===== src/rtl/sw_marker_sequencer.sv =====
// sw_marker_sequencer: synchronizes the slide switches, picks the lowest
// active switch and walks a single-hot marker from that position down to
// bit 0, pulsing arrive (and counting it) each time bit 0 is reached.
module sw_marker_sequencer #(
  parameter int WIDTH       = 18,
  parameter int IDX_W       = 5,
  parameter int SYNC_STAGES = 2,
  parameter int CNT_W       = 8
) (
  input  logic             clk18,
  input  logic             rst,
  input  logic [WIDTH-1:0] sw,
  input  logic             enable,
  output logic [WIDTH-1:0] marker,
  output logic [WIDTH-1:0] sel_onehot,
  output logic [IDX_W-1:0] sel_idx,
  output logic             sel_valid,
  output logic             arrive,
  output logic             date_toggle,
  output logic [CNT_W-1:0] arrive_cnt,
  output logic             busy
);

  typedef enum logic [1:0] {
    IDLE   = 2'd0,
    SHIFT  = 2'd1,
    ARRIVE = 2'd2
  } state_t;

  localparam logic [WIDTH-1:0] MARKER_RST = {1'b1, {(WIDTH-1){1'b0}}};

  logic [SYNC_STAGES-1:0][WIDTH-1:0] sync_q, sync_d;
  logic [WIDTH-1:0]                  sw_s;

  logic [WIDTH-1:0] sel_onehot_q, sel_onehot_d;
  logic [IDX_W-1:0] sel_idx_q, sel_idx_d;
  logic             sel_valid_q, sel_valid_d;

  state_t           state_q, state_d;
  logic [WIDTH-1:0] marker_q, marker_d;
  logic             date_toggle_q, date_toggle_d;
  logic [CNT_W-1:0] arrive_cnt_q, arrive_cnt_d;

  // Synchronizer shift chain; the last stage is the clean switch image.
  always_comb begin
    sync_d    = sync_q;
    sync_d[0] = sw;
    for (int i = 1; i < SYNC_STAGES; i++) begin
      sync_d[i] = sync_q[i-1];
    end
  end

  assign sw_s = sync_q[SYNC_STAGES-1];

  // Lowest-index priority select: first set bit scanning up from bit 0 wins.
  always_comb begin
    sel_onehot_d = '0;
    sel_idx_d    = '0;
    sel_valid_d  = 1'b0;
    for (int i = 0; i < WIDTH; i++) begin
      if (sw_s[i] && !sel_valid_d) begin
        sel_valid_d     = 1'b1;
        sel_onehot_d[i] = 1'b1;
        sel_idx_d       = IDX_W'(i);
      end
    end
  end

  // Marker FSM next state: enable low freezes everything; the switch
  // selection is only consulted when (re)loading from IDLE or ARRIVE.
  always_comb begin
    state_d       = state_q;
    marker_d      = marker_q;
    date_toggle_d = date_toggle_q;
    arrive_cnt_d  = arrive_cnt_q;
    if (enable) begin
      case (state_q)
        SHIFT: begin
          marker_d = marker_q >> 1;
          state_d  = marker_q[1] ? ARRIVE : SHIFT;
        end
        IDLE, ARRIVE: begin
          if (state_q == ARRIVE) begin
            date_toggle_d = ~date_toggle_q;
            if (arrive_cnt_q != {CNT_W{1'b1}}) begin
              arrive_cnt_d = arrive_cnt_q + CNT_W'(1);
            end
          end
          if (sel_valid_q) begin
            marker_d = sel_onehot_q;
            state_d  = sel_onehot_q[0] ? ARRIVE : SHIFT;
          end else begin
            marker_d = '0;
            state_d  = IDLE;
          end
        end
        default: begin
          marker_d = '0;
          state_d  = IDLE;
        end
      endcase
    end
  end

  // State registers; the async reset restarts the walk from the top bit.
  always_ff @(posedge clk18 or posedge rst) begin
    if (rst) begin
      sync_q        <= '0;
      sel_onehot_q  <= '0;
      sel_idx_q     <= '0;
      sel_valid_q   <= 1'b0;
      state_q       <= SHIFT;
      marker_q      <= MARKER_RST;
      date_toggle_q <= 1'b0;
      arrive_cnt_q  <= '0;
    end else begin
      sync_q        <= sync_d;
      sel_onehot_q  <= sel_onehot_d;
      sel_idx_q     <= sel_idx_d;
      sel_valid_q   <= sel_valid_d;
      state_q       <= state_d;
      marker_q      <= marker_d;
      date_toggle_q <= date_toggle_d;
      arrive_cnt_q  <= arrive_cnt_d;
    end
  end

  assign marker      = marker_q;
  assign sel_onehot  = sel_onehot_q;
  assign sel_idx     = sel_idx_q;
  assign sel_valid   = sel_valid_q;
  assign arrive      = enable && (state_q == ARRIVE);
  assign date_toggle = date_toggle_q;
  assign arrive_cnt  = arrive_cnt_q;
  assign busy        = (state_q == SHIFT);

endmodule


===== config.mk =====
export PLATFORM = sky130hd
export DESIGN_NAME = sw_marker_sequencer
export DESIGN_NICKNAME = d
export VERILOG_FILES = /design/src/rtl/sw_marker_sequencer.sv
export SDC_FILE = /design/constraint.sdc
export NUM_CORES = 1
export LEC_CHECK = 0
export ABC_AREA = 1
export BUFFER_PORTS_ARGS = -buffer_cell sky130_fd_sc_hd__buf_2
export CAP_MARGIN = 40
export CORE_MARGIN = 1.5
export CORE_UTILIZATION = 45
export DETAILED_ROUTE_END_ITERATION = 8
export GPL_TIMING_DRIVEN = 0
export PLACE_DENSITY = 0.77
export SYNTH_ARGS = -nofsm -noshare
export SYNTH_HDL_FRONTEND = slang
export SYNTH_SLANG_ARGS = --single-unit

===== constraint.sdc =====
create_clock -name clk18 -period 2.87 [get_ports clk18]
set_input_delay 0.7175 -clock clk18 [delete_from_list [all_inputs] [get_ports clk18]]
set_output_delay 0.7175 -clock clk18 [all_outputs]
set_load 0.02 [all_outputs]

==> flow_summary.json <==
{
  "ant_nets": 0,
  "power.total_mw": 2.59,
  "grt_pass1_wl_mm": 9.71,
  "core-area_mm2": 0.00687,
  "nNetsFinal": 406,
  "run_status": "finished, final reports clean",
  "via_count": 2263,
  "timing.setup.tns_ps": 0,
  "fin_ws_ps": 837,
  "clock_latency_ps": 350,
  "cp_data_arrival_time_ps": 1320,
  "drv_slew": 0,
  "synth_top_area_share_pct": 66.7,
  "grt_overflow": 0,
  "finalCoreUtilization_pct": 57.7,
  "syn_to_final_growth_pct": 22.9,
  "maxSlewHeadroom_pct": 72.0,
  "fin_crit_ps": 2030,
  "cts_buffer_depth": 2,
  "synth_largest_area_cell": "dfrtp_1",
  "hpwl_mm": 4.41,
  "final_common_cell": "dfrtp_1",
  "layout_common_cells": "dfrtp_1, buf_2, inv_1",
  "cts_buffers": 9,
  "yosys_warnings": 0,
  "clk_pin_slew_ps": 90,
  "drt_pre_antenna_iters": 4,
  "drc": 0,
  "clock-sinks": 88,
  "syn_nets": 320,
  "period_share_pct": 70.8,
  "fp.dieH_um": 87.6,
  "cts_tree": "done",
  "rows": 30,
  "antenna_found_initial": 0,
  "p_leak_nw": 2.09,
  "io_pins": 74,
  "cap_violations": 0,
  "htreeDepth": 3,
  "rsz0062_at_grt": "no",
  "required_ps": 2150,
  "min_path_type": "primary input to async pin",
  "seq_area_frac_synth_pct": 68.4,
  "synth_area_mm2": 0.00322,
  "initial_core_util_pct": 46.9,
  "grt_max_degree": 40,
  "crit_type": "flip-flop to output port",
  "setup_viol": 0,
  "wire_per_inst_um": 11.9,
  "ys_ff_latch": 88,
  "worstSetupStartpointType": "flip-flop",
  "powerDensity_mw_per_mm2": 653,
  "dr.first_iter.drc_count": 106,
  "cts_resized": 0,
  "hold_viol": 0,
  "synth_cell_types": 26,
  "hold_buffers": 0,
  "worst-path-max-fanout": 2,
  "fp.dieW_um": 87.6,
  "portBuffers": 73,
  "ys_top_cells_by_area": "dfrtp_1, inv_1, nand2_1",
  "cp-end-kind": "output port",
  "avgSynthCellArea_um2": 10.8,
  "clock-skew-final_ps": 7.95,
  "peakVddDrop_mv": 0.416,
  "worstRegToRegCells": 9,
  "syn-instance-count": 298,
  "fin_hold_ws_ps": 349,
  "gp_congestion": 0.815,
  "via_per_inst": 4.67,
  "die_area_mm2": 0.00768,
  "routed_wl_mm": 5.77,
  "tightest_slew_ps": 419,
  "n_fill_cell": 605,
  "max_freq_mhz": 492,
  "clockRootBuffer": "clkbuf_8",
  "post-place-ws_ps": 944,
  "grt_pass1_vias": 2273,
  "track_usage_pct": 16.9,
  "drive_above_1_share_pct": 29.3,
  "post_cts_buffers": 0,
  "diodes": 0
}
==> cell type report <==
class	count	area (µm²)	area share [%]
plain buffers	10	41.3	1.04
clock buffers	9	124	3.13
clock inverters	7	86.3	2.18
inverters	49	188	4.73
multi-input cells	151	795	20.0
flip-flops and latches	88	2200	55.6
well taps	96	120	3.03
repair buffers	75	405	10.2
==> per-layer routing <==
layer | GRT usage, % | vias up | wire length [µm] | part of all wire (%)
li1 | - | 1119 | - | -
met4 | 9.24 | 0 | 129 | 2.2
met5 | 0 | - | 0 | 0
met2 | 29.2 | 61 | 2940 | 51
met1 | 19.1 | 1069 | 2400 | 42
met3 | 4.62 | 14 | 294 | 5.1
==> path summary, 6_finish.rpt <==
kind / endpoint / slack, ps / from
worst min-delay path: arrive_cnt[4]$_DFFE_PP0P_ / 350 / rst
min in group clk18: sw_s[4]$_DFF_PP0_ / 350 / sync_d[22]$_DFF_PP0_
worst min register to register: sw_s[4]$_DFF_PP0_ / 350 / sync_d[22]$_DFF_PP0_
worst max register to register: arrive_cnt[7]$_DFFE_PP0P_ / 1150 / arrive_cnt[0]$_DFFE_PP0P_
max in group asynchronous: sw_s[16]$_DFF_PP0_ / 1780 / rst
worst max-delay path: busy / 840 / state_q[0]$_DFFE_PP1P_
==> power breakdown <==
part / internal (mW) / leakage (nW) / switching, mW
Combinational: 0.112 / 0.878 / 0.220
Sequential: 1.32 / 1.11 / 0.0591
Clock: 0.422 / 0.104 / 0.457
Total: 1.85 / 2.09 / 0.736
==> sequential cells by signal (all words and copies together) (netlist names) <==
| signal | count |
|---|---|
| arrive_cnt | 8 |
| date_toggle | 1 |
| marker | 18 |
| sel_idx | 5 |
| sel_onehot | 18 |
| sel_valid | 1 |
| state_q | 1 |
| sw_s | 18 |
| sync_d | 18 |
==> Yosys cell counts <==
library cell and count:
inv_1 44, dfstp_2 2, buf_1 3, mux2_2 1, buf_4 1, o21ai_1 18
inv_2 4, clkbuf_1 6, nand3_1 22, nand2_1 41, nor2_1 15, a21oi_1 1
ha_1 1, clkinv_1 1, dfrtp_1 86, a21oi_2 1, o22ai_1 2, nor2_2 8
nand4_1 4, xnor2_1 2, nor4_1 1, nor3_1 6, o21ai_0 16, xor2_1 6
a41o_1 1, nand4_2 5
==> worst max-delay path, cell delays in order (launching register included) <==
cell and delay, ps:
dfstp_2 550, inv_1 50, nor2_1 170, buf_2 200
==> cell families (layout without fill, tap and decap cells) <==
| group | Yosys count | after routing | synth area share, % |
|---|---|---|---|
| and+or+nand+nor | 102 | 102 | 15.3 |
| DFF | 88 | 88 | 68.4 |
| buffers and inverters | 59 | 150 | 6.98 |
| AOI/OAI and AO/OA | 39 | 39 | 6.40 |
| xor gates and xnor gates | 8 | 8 | 2.17 |
| adders and majority gates | 1 | 1 | 0.388 |
| muxes | 1 | 1 | 0.349 |
==> per-stage QoR <==
stage | instance area (µm²) | instances
after floorplan | 3230 | 298
after global placement | 3710 | 467
after detailed placement | 3750 | 469
after CTS | 3960 | 485
after global routing | 3960 | 485
final | 3960 | 485
No activity file was read; power rests on OpenSTA's default activity.
